$ cat src/rtl/qam_symbol_packer_pkg.sv
// qam_symbol_packer_pkg: symbol/word geometry shared by the QAM mapper and packer
package qam_symbol_packer_pkg;
  localparam int QSP_SYMBOL_BITWIDTH = 4;
  localparam int QSP_SYMS_PER_WORD = 8;
  localparam int QSP_WORD_W = QSP_SYMBOL_BITWIDTH * QSP_SYMS_PER_WORD;
endpackage

$ cat src/rtl/qam_word_outreg.sv
// qam_word_outreg: output word register with valid/ready handshake and word counter
// Optional even parity output when QAM_PACK_PARITY_EN is defined.
module qam_word_outreg import qam_symbol_packer_pkg::*; #(
  parameter int W = QSP_WORD_W
) (
  input  logic         clk,
  input  logic         rst,
  input  logic         load,
  input  logic [W-1:0] load_word,
  input  logic [3:0]   load_nsym,
  input  logic         word_ready,
  output logic         out_free,
  output logic         word_valid,
  output logic [W-1:0] word,
  output logic [3:0]   word_nsym,
  output logic [15:0]  word_cnt
`ifdef QAM_PACK_PARITY_EN
  , output logic       word_parity
`endif
);
  assign out_free = !word_valid || word_ready;
  always_ff @(posedge clk or posedge rst) begin
    if (rst) begin
      word_valid <= 1'b0;
      word <= '0;
      word_nsym <= '0;
      word_cnt <= '0;
`ifdef QAM_PACK_PARITY_EN
      word_parity <= 1'b0;
`endif
    end else begin
      if (load) begin
        word <= load_word;
        word_nsym <= load_nsym;
`ifdef QAM_PACK_PARITY_EN
        word_parity <= ^load_word;
`endif
      end
      word_valid <= load || (word_valid && !word_ready);
      if (word_valid && word_ready) word_cnt <= word_cnt + 16'd1;
    end
  end
endmodule

$ cat src/rtl/qam_symbol_packer.sv
// qam_symbol_packer: packs mapper symbols LSB-first into words, with flush of partial words
// Define QAM_PACK_PARITY_EN to add the word_parity output.
module qam_symbol_packer import qam_symbol_packer_pkg::*; #(
  parameter int SYMBOL_BITWIDTH = QSP_SYMBOL_BITWIDTH,
  parameter int SYMS_PER_WORD = QSP_SYMS_PER_WORD,
  localparam int W = SYMBOL_BITWIDTH * SYMS_PER_WORD
) (
  input  logic                       clk,
  input  logic                       rst,
  input  logic                       sym_valid,
  output logic                       sym_ready,
  input  logic [SYMBOL_BITWIDTH-1:0] symbol,
  input  logic                       flush,
  output logic                       word_valid,
  input  logic                       word_ready,
  output logic [W-1:0]               word,
  output logic [3:0]                 word_nsym,
  output logic [15:0]                word_cnt
`ifdef QAM_PACK_PARITY_EN
  , output logic                     word_parity
`endif
);
  localparam int CW = $clog2(SYMS_PER_WORD + 1);
  logic [W-1:0] acc_data, nxt_data;
  logic [CW-1:0] acc_cnt, nxt_cnt;
  logic flush_pending, accept, flush_eff, out_free, load;
  assign sym_ready = (acc_cnt != CW'(SYMS_PER_WORD)) && !flush_pending;
  // A full accumulator or an executing flush closes the word; it moves out only when the output is free.
  always_comb begin
    accept = sym_valid && sym_ready;
    nxt_data = accept ? acc_data | (W'(symbol) << (SYMBOL_BITWIDTH * int'(acc_cnt))) : acc_data;
    nxt_cnt = acc_cnt + CW'(accept);
    flush_eff = flush || flush_pending;
    load = out_free && (nxt_cnt == CW'(SYMS_PER_WORD) || (flush_eff && nxt_cnt != '0));
  end
  always_ff @(posedge clk or posedge rst) begin
    if (rst) begin
      acc_data <= '0;
      acc_cnt <= '0;
      flush_pending <= 1'b0;
    end else begin
      acc_data <= load ? '0 : nxt_data;
      acc_cnt <= load ? '0 : nxt_cnt;
      flush_pending <= !out_free && flush_eff;
    end
  end
  qam_word_outreg #(.W(W)) u_out (
    .clk(clk),
    .rst(rst),
    .load(load),
    .load_word(nxt_data),
    .load_nsym(4'(nxt_cnt)),
    .word_ready(word_ready),
    .out_free(out_free),
    .word_valid(word_valid),
    .word(word),
    .word_nsym(word_nsym),
    .word_cnt(word_cnt)
`ifdef QAM_PACK_PARITY_EN
    , .word_parity(word_parity)
`endif
  );
endmodule
$ cat config.mk
export PLATFORM = sky130hd
export DESIGN_NAME = qam_symbol_packer
export DESIGN_NICKNAME = d
export VERILOG_FILES = /design/src/rtl/qam_symbol_packer_pkg.sv /design/src/rtl/qam_word_outreg.sv /design/src/rtl/qam_symbol_packer.sv
export SDC_FILE = /design/constraint.sdc
export NUM_CORES = 1
export LEC_CHECK = 0
export BUFFER_PORTS_ARGS = -buffer_cell sky130_fd_sc_hd__buf_2
export CORE_ASPECT_RATIO = 0.7
export CORE_MARGIN = 4
export CORE_UTILIZATION = 50
export DETAILED_ROUTE_END_ITERATION = 10
export GPL_TIMING_DRIVEN = 0
export MAX_ROUTING_LAYER = met4
export PLACE_DENSITY = 0.75
export SYNTH_ARGS = -nofsm -noshare
export SYNTH_HDL_FRONTEND = slang
export SYNTH_SLANG_ARGS = --single-unit
$ cat constraint.sdc
create_clock -name clk -period 2.85 [get_ports clk]
set_input_delay 0.4275 -clock clk [delete_from_list [all_inputs] [get_ports clk]]
set_output_delay 0.4275 -clock clk [all_outputs]
set_load 0.01 [all_outputs]
==> impl_metrics.yaml, run 1 <==
grt:
  grt_util_met1_pct: 29.64
  grt_use_total_pct: 20.96
  met3_usage_pct: 6.011
  busiest_layer: "met1"
  antenna_found_initial: 0
  grt_first_pass_wirelength_um: 13570
  grt_pass1_vias: 2650
  overflow: 0
  grtUsageMet2_pct: 29.60
  grt_max_degree: 70
setup_path:
  path_max_fanout: 10
  r2r_slack_ns: 0.15
  r2r_cells: 11
  required_ns: 3.13
  worstSetupEndpointType: "flop"
  crit_type: "flop to flop"
  startpoint_type: "flop"
  worstPathArrival_ns: 2.98
yosys:
  syn-cell-area_sq_um: 3593
  synth-seq-cells: 90
  synthCells: 332
  synth_fp_nets: 344
  synth.avg_cell_area_sq_um: 10.82
  yosys_warnings: 0
  yosysSeqAreaShare_pct: 62.67
  synth_edf_count: 0
  synth.distinct_cells: 33
  ys.flop_type: "dfrtp_1"
  async_reset_ff_share_pct: 100.0
route:
  drtIter0Drc: 157
  postRouteAntennaNets: 0
  firstDrtPassIters: 5
  wire_per_inst_um: 16.02
  vias: 2727
  drc: 0
  finalWirelength_um: 8123
  vias_per_cell: 5.379
finish:
  sequential_cell_area_sq_um: 2252
  fin_nets: 421
  final_layout_size_suffix_gt1_share_pct: 25.91
  areaGrowthSynthToFinish_pct: 21.34
  final_cell_mix: "dfrtp_1, nor2_1, buf_2"
  layout_commonest_cell: "dfrtp_1"
  layoutNonFillerInstCount: 507
  fillCellCount: 536
  antennaDiodeCount: 0
  multiInputGateArea_sq_um: 1277
die:
  die_h_um: 78.93
  io_pins: 63
  initial_utilization_pct: 52.46
  die_area_sq_um: 8629
  rows: 25
  core_area_sq_um: 6850
  fp.dieW_um: 109.3
power_and_ir_drop:
  ir_worst_vdd_mv: 0.5842
  p_leak_nw: 2.185
  power_per_cell_area_nw_per_um2: 1095
timing:
  min_period_over_period_pct: 94.71
  setup_viol_count_final: 0
  slew_headroom_pct: 52.92
  skew_ns: 0.007509
  min_period_ns: 2.699
  worst_slew_pin_slew_ns: 0.6997
  tns_ns: 0
  finalHoldViolCount: 0
  fmax_mhz: 370.5
  slew_viol_final: 0
placement:
  gp_congestion: 0.8562
  dpl.hpwl_um: 5524
  dp.cells: 489
  port_buffers: 62
clock_network:
  cts.sinks: 90
  clockBufferDepth: 2
  cts_made_buffers: 9
  cts_max_level: 3
  clk_latency_ns: 0.36
  cts-root-buf: "clkbuf_8"
  cts_tree: "done"
  clk_pin_slew_worst_paths_ns: 0.08
outcome:
  outcome: "finished, final reports clean"
job:
  drv_cap: 0
hold_path:
  hold_path_class: "input pin to async pin"
stage by stage:
stage	setup WS (ns)	hold WS [ns]	util, %	total power, mW	cell area (sq um)
finish	0.1508	0.01123	63.65	4.775	4360
CTS	0.07657	0.005785	62.90	4.727	4309
detailed placement	-0.3129	0.4023	59.14	3.739	4051
floorplan	0.08136	0.4494	-	3.113	3593
global placement	-0.8767	0.4590	58.70	3.677	4021
global route	-0.01485	0.01662	63.65	5.110	4360
layout make-up:
cell class | count | share of cell area, %
inverter | 7 | 0.6600
tap | 94 | 2.697
timing repair buffer | 66 | 8.264
buffer | 18 | 2.783
clock buffer | 11 | 3.472
clock inverter | 4 | 1.176
multi-input combinational | 217 | 29.30
sequential | 90 | 51.65
Yosys cell counts (2+ instances only):
library cell,instances,share of area (%)
a21oi_1,32,4.5
a22oi_1,32,6.7
and2_1,6,1.0
buf_1,4,0.42
buf_2,6,0.84
buf_4,2,0.42
clkbuf_1,6,0.63
dfrtp_1,90,63
ha_1,3,1.0
inv_1,7,0.73
nand2_1,9,0.94
nand2b_1,4,0.70
nand3_1,8,1.1
nand4_1,3,0.52
nor2_1,78,8.1
nor2b_1,4,0.70
nor3_1,4,0.56
nor4_1,3,0.52
o21ai_0,2,0.28
o21ai_1,2,0.28
xnor2_1,10,2.4
xor2_1,6,1.5
worst max-delay path, cell delays in order, from the launching register on:
cell and delay, ns:
dfrtp_1 0.50, nor4b_2 0.30, nor2_1 0.10, and2_1 0.18, ha_1 0.22, ha_4 0.19
xnor2_4 0.22, a21boi_2 0.11, a311oi_2 0.24, buf_4 0.21, buf_6 0.16, mux2i_1 0.19
registers in the layout, indices dropped and copies added (netlist names):
name and flops:
acc_cnt 4, acc_data 32, u_out.word_valid 1, flush_pending 1, u_out.word 32, u_out.word_cnt 16
u_out.word_nsym 4
layer usage:
layer / routed length, um / part of all wire [%] / up-vias
met2: 3711 / 46 / 80
li1: - / - / 1283
met4: 58 / 0.71 / 0
met1: 3785 / 47 / 1359
met3: 569 / 7.0 / 5
met5: 0 / 0 / -
power by group:
group	switching, mW	internal, mW	total [mW]
combinational	1.13	0.829	1.96
clock	0.436	0.448	0.884
sequential	0.239	1.69	1.93
total	1.81	2.97	4.78
kinds of logic after synthesis:
kind of cell / count (synthesis) / share of synthesized area, %
XOR/XNOR: 17 / 4.666
multiplexers: 2 / 0.5919
AND/OR/NAND/NOR: 123 / 15.08
adder cells (fa/ha/maj): 3 / 1.045
AO/OA/AOI/OAI: 72 / 12.92
buffers and inverters: 25 / 3.029
flip-flops: 90 / 62.67
what timing repair did:
| item | 4_1_cts | 5_1_grt |
|---|---|---|
| pin swaps | 3 | 2 |
| endpoints found under the setup margin | 70 | 69 |
| setup buffers | 3 | 0 |
| cloned | 0 | 0 |
| gates resized for setup | 10 | 20 |
| hold buffers | 0 | 0 |
worst paths after layout:
check,startpoint,to
max,acc_cnt[1]$_DFF_PP0_,u_out.word_nsym[2]$_DFFE_PP0P_
min,rst,u_out.word[4]$_DFFE_PP0P_
max reg2reg,acc_cnt[1]$_DFF_PP0_,u_out.word_nsym[2]$_DFFE_PP0P_
min reg2reg,acc_data[4]$_DFF_PP0_,acc_data[4]$_DFF_PP0_
max in group asynchronous,rst,acc_data[22]$_DFF_PP0_
min in group clk,flush,flush_pending$_DFF_PP0_
Note: power is estimated with default switching activity, not from simulation.
==> inputs of run 2 (changes only) <==
CORE_ASPECT_RATIO = not set   (was 0.7)
CORE_UTILIZATION = 55   (was 50)
PLACE_DENSITY = 0.79   (was 0.75)
clock period = 3.1 ns   (was 2.85 ns; I/O delays follow)
==> run 2 against run 1 <==
- die area is 8.6% lower
- clock-buffer cell count is 1 lower
- global-route usage is 1.8 points higher
- final area is 1.7% lower
- first-iteration DRC count is 14% higher
- highest routed layer unchanged
- maximum frequency is 8.5% lower
==> impl_metrics.yaml, run 2 (synthesized netlist as in run 1, its figures left out) <==
outcome:
  outcome: "finished, final reports clean"
placement:
  postPlaceCellArea_sq_um: 4023
  dpl.hpwl_um: 5226
  port_buffers: 62
  pre_cts_ws_ns: -0.1972
  gp_congestion: 0.8234
setup_path:
  slowest_stage: "dfrtp_1"
  worstSetupEndpoint: "u_out.word[26]$_DFFE_PP0P_"
  crit_type: "flop to flop"
  cpPeakStageDelay_ns: 0.38
  worstSetupEndpointType: "flop"
  r2r_start: "acc_cnt[2]$_DFF_PP0_"
  startpoint_type: "flop"
  required_ns: 3.33
  path_max_fanout: 10
  worstPathCellList: "buf_4 -> nor4b_2 -> nor2_1 -> and2_1 -> ha_1 -> ha_1 -> nor2_4 -> a21boi_1 -> a311oi_4 -> buf_4 -> buf_2 -> a22oi_1"
  cp-startpoint: "acc_cnt[2]$_DFF_PP0_"
  r2r_cells: 12
  worstPathArrival_ns: 3.18
  worst_r2r_endpoint: "u_out.word[26]$_DFFE_PP0P_"
  r2r_slack_ns: 0.15
grt:
  grt_max_degree: 47
  grt_use_total_pct: 22.80
  grt_pass1_vias: 2744
  overflow: 0
  antenna_found_initial: 0
  grt_first_pass_wirelength_um: 13120
finish:
  final_cell_mix: "dfrtp_1, nor2_1, buf_2"
  final_area_sq_um: 4288
  fin_nets: 422
  fillCellCount: 496
  layout_commonest_cell: "dfrtp_1"
  sequential_cell_area_sq_um: 2252
  multiInputGateArea_sq_um: 1265
  antennaDiodeCount: 0
  final_layout_size_suffix_gt1_share_pct: 24.58
  areaGrowthSynthToFinish_pct: 19.32
  reg.largest.list: "acc_data: 32 flops, u_out.word: 32 flops, u_out.word_cnt: 16 flops"
route:
  firstDrtPassIters: 4
  wire_per_inst_um: 15.49
  drc: 0
  vias: 2648
  drtIter0Drc: 179
  postRouteAntennaNets: 0
  finalWirelength_um: 7619
  vias_per_cell: 5.382
timing:
  tns_ns: 0
  finalHoldViolCount: 0
  min_period_ns: 2.951
  fmax_mhz: 338.8
  slew_viol_final: 0
  skew_ns: 0.01064
  setup_slack_ns: 0.1486
  fin_hold_ws_ns: 0.1541
  setup_viol_count_final: 0
  slew_headroom_pct: 52.13
  min_period_over_period_pct: 95.21
  worst_slew_pin_slew_ns: 0.7115
power_and_ir_drop:
  ir_worst_vdd_mv: 0.5617
  power_per_cell_area_nw_per_um2: 1003
  p_leak_nw: 2.163
clock_network:
  cts.sinks: 90
  clk_pin_slew_worst_paths_ns: 0.09
  cts_max_level: 3
  clk_latency_ns: 0.36
  cts-root-buf: "clkbuf_8"
  clockBufferDepth: 2
  cts_made_buffers: 9
  cts_tree: "done"
  hold_buffers: 0
die:
  initial_utilization_pct: 56.59
  die_area_sq_um: 7891
  rows: 29
  io_pins: 63
  fp.dieW_um: 88.83
  die_h_um: 88.83
  core_area_sq_um: 6350
hold_path:
  hold_path_class: "input pin to async pin"
job:
  drv_cap: 0
==> run 2: cell types whose count changed in the layout (fill, tap and decap cells not counted), sizes merged <==
cell,previous run,this run
buf,76,77
clkinv,2,1
inv,7,8
clkinvlp,1,3
clkbuf,19,18
==> run 2: timing repair <==
item                                   4_1_cts  5_1_grt
gates resized for setup                      2       11
setup buffers                                2        2
pin swaps                                    1        2
cloned                                       0        0
setup endpoints to repair                   70       70
endpoints found under the hold margin        0        0
==> run 2: worst min-delay path by stage <==
stage,start,endpoint,slack [ns],cells past startpoint
after detailed placement,u_out.word_cnt[15]$_DFFE_PP0P_,u_out.word_cnt[15]$_DFFE_PP0P_,0.46,1
after floorplan,acc_data[19]$_DFF_PP0_,acc_data[19]$_DFF_PP0_,0.45,2
after global placement,u_out.word_cnt[15]$_DFFE_PP0P_,u_out.word_cnt[15]$_DFFE_PP0P_,0.46,1
after global routing,rst,u_out.word[27]$_DFFE_PP0P_,0.18,2
after CTS,rst,u_out.word[24]$_DFFE_PP0P_,0.16,2
final,rst,u_out.word[24]$_DFFE_PP0P_,0.15,2
==> run 2: worst max-delay path, delay by kind of cell (launching register included) <==
family,cells,cell delay [ns]
buf+inv,3,0.57
simple gates,4,0.72
flops,1,0.38
fa+ha+maj,2,0.54
compound gates,3,0.59
==> run 2: per-layer routing <==
| metal | track usage [%] | part of all wire (%) | up-vias |
|---|---|---|---|
| met4 | 9.478 | 1.9 | 0 |
| met5 | - | 0 | - |
| met1 | 30.75 | 46 | 1287 |
| met2 | 33.00 | 47 | 63 |
| li1 | - | - | 1286 |
| met3 | 5.773 | 5.2 | 12 |
==> run 2: metrics by stage <==
step | cells | util [%] | power, mW
final | 492 | 67.53 | 4.301
after global routing | 492 | 67.53 | 4.631
after CTS | 490 | 66.86 | 4.268
after detailed placement | 472 | 63.35 | 3.421
after global placement | 471 | 63.00 | 3.358
after floorplan | 332 | - | 2.862
==> run 2: cell type report <==
class,instances,share of cell area (%)
clock buffer,10,2.976
multi-input combinational,217,29.50
sequential,90,52.52
inverter,7,0.6711
tap,77,2.247
buffer,18,2.130
clock inverter,6,1.547
timing repair buffer,67,8.404
==> run 2: where the power goes <==
part	internal [mW]	switching [mW]
clock network	0.374	0.422
logic	0.722	1.02
registers	1.55	0.214
total	2.65	1.65
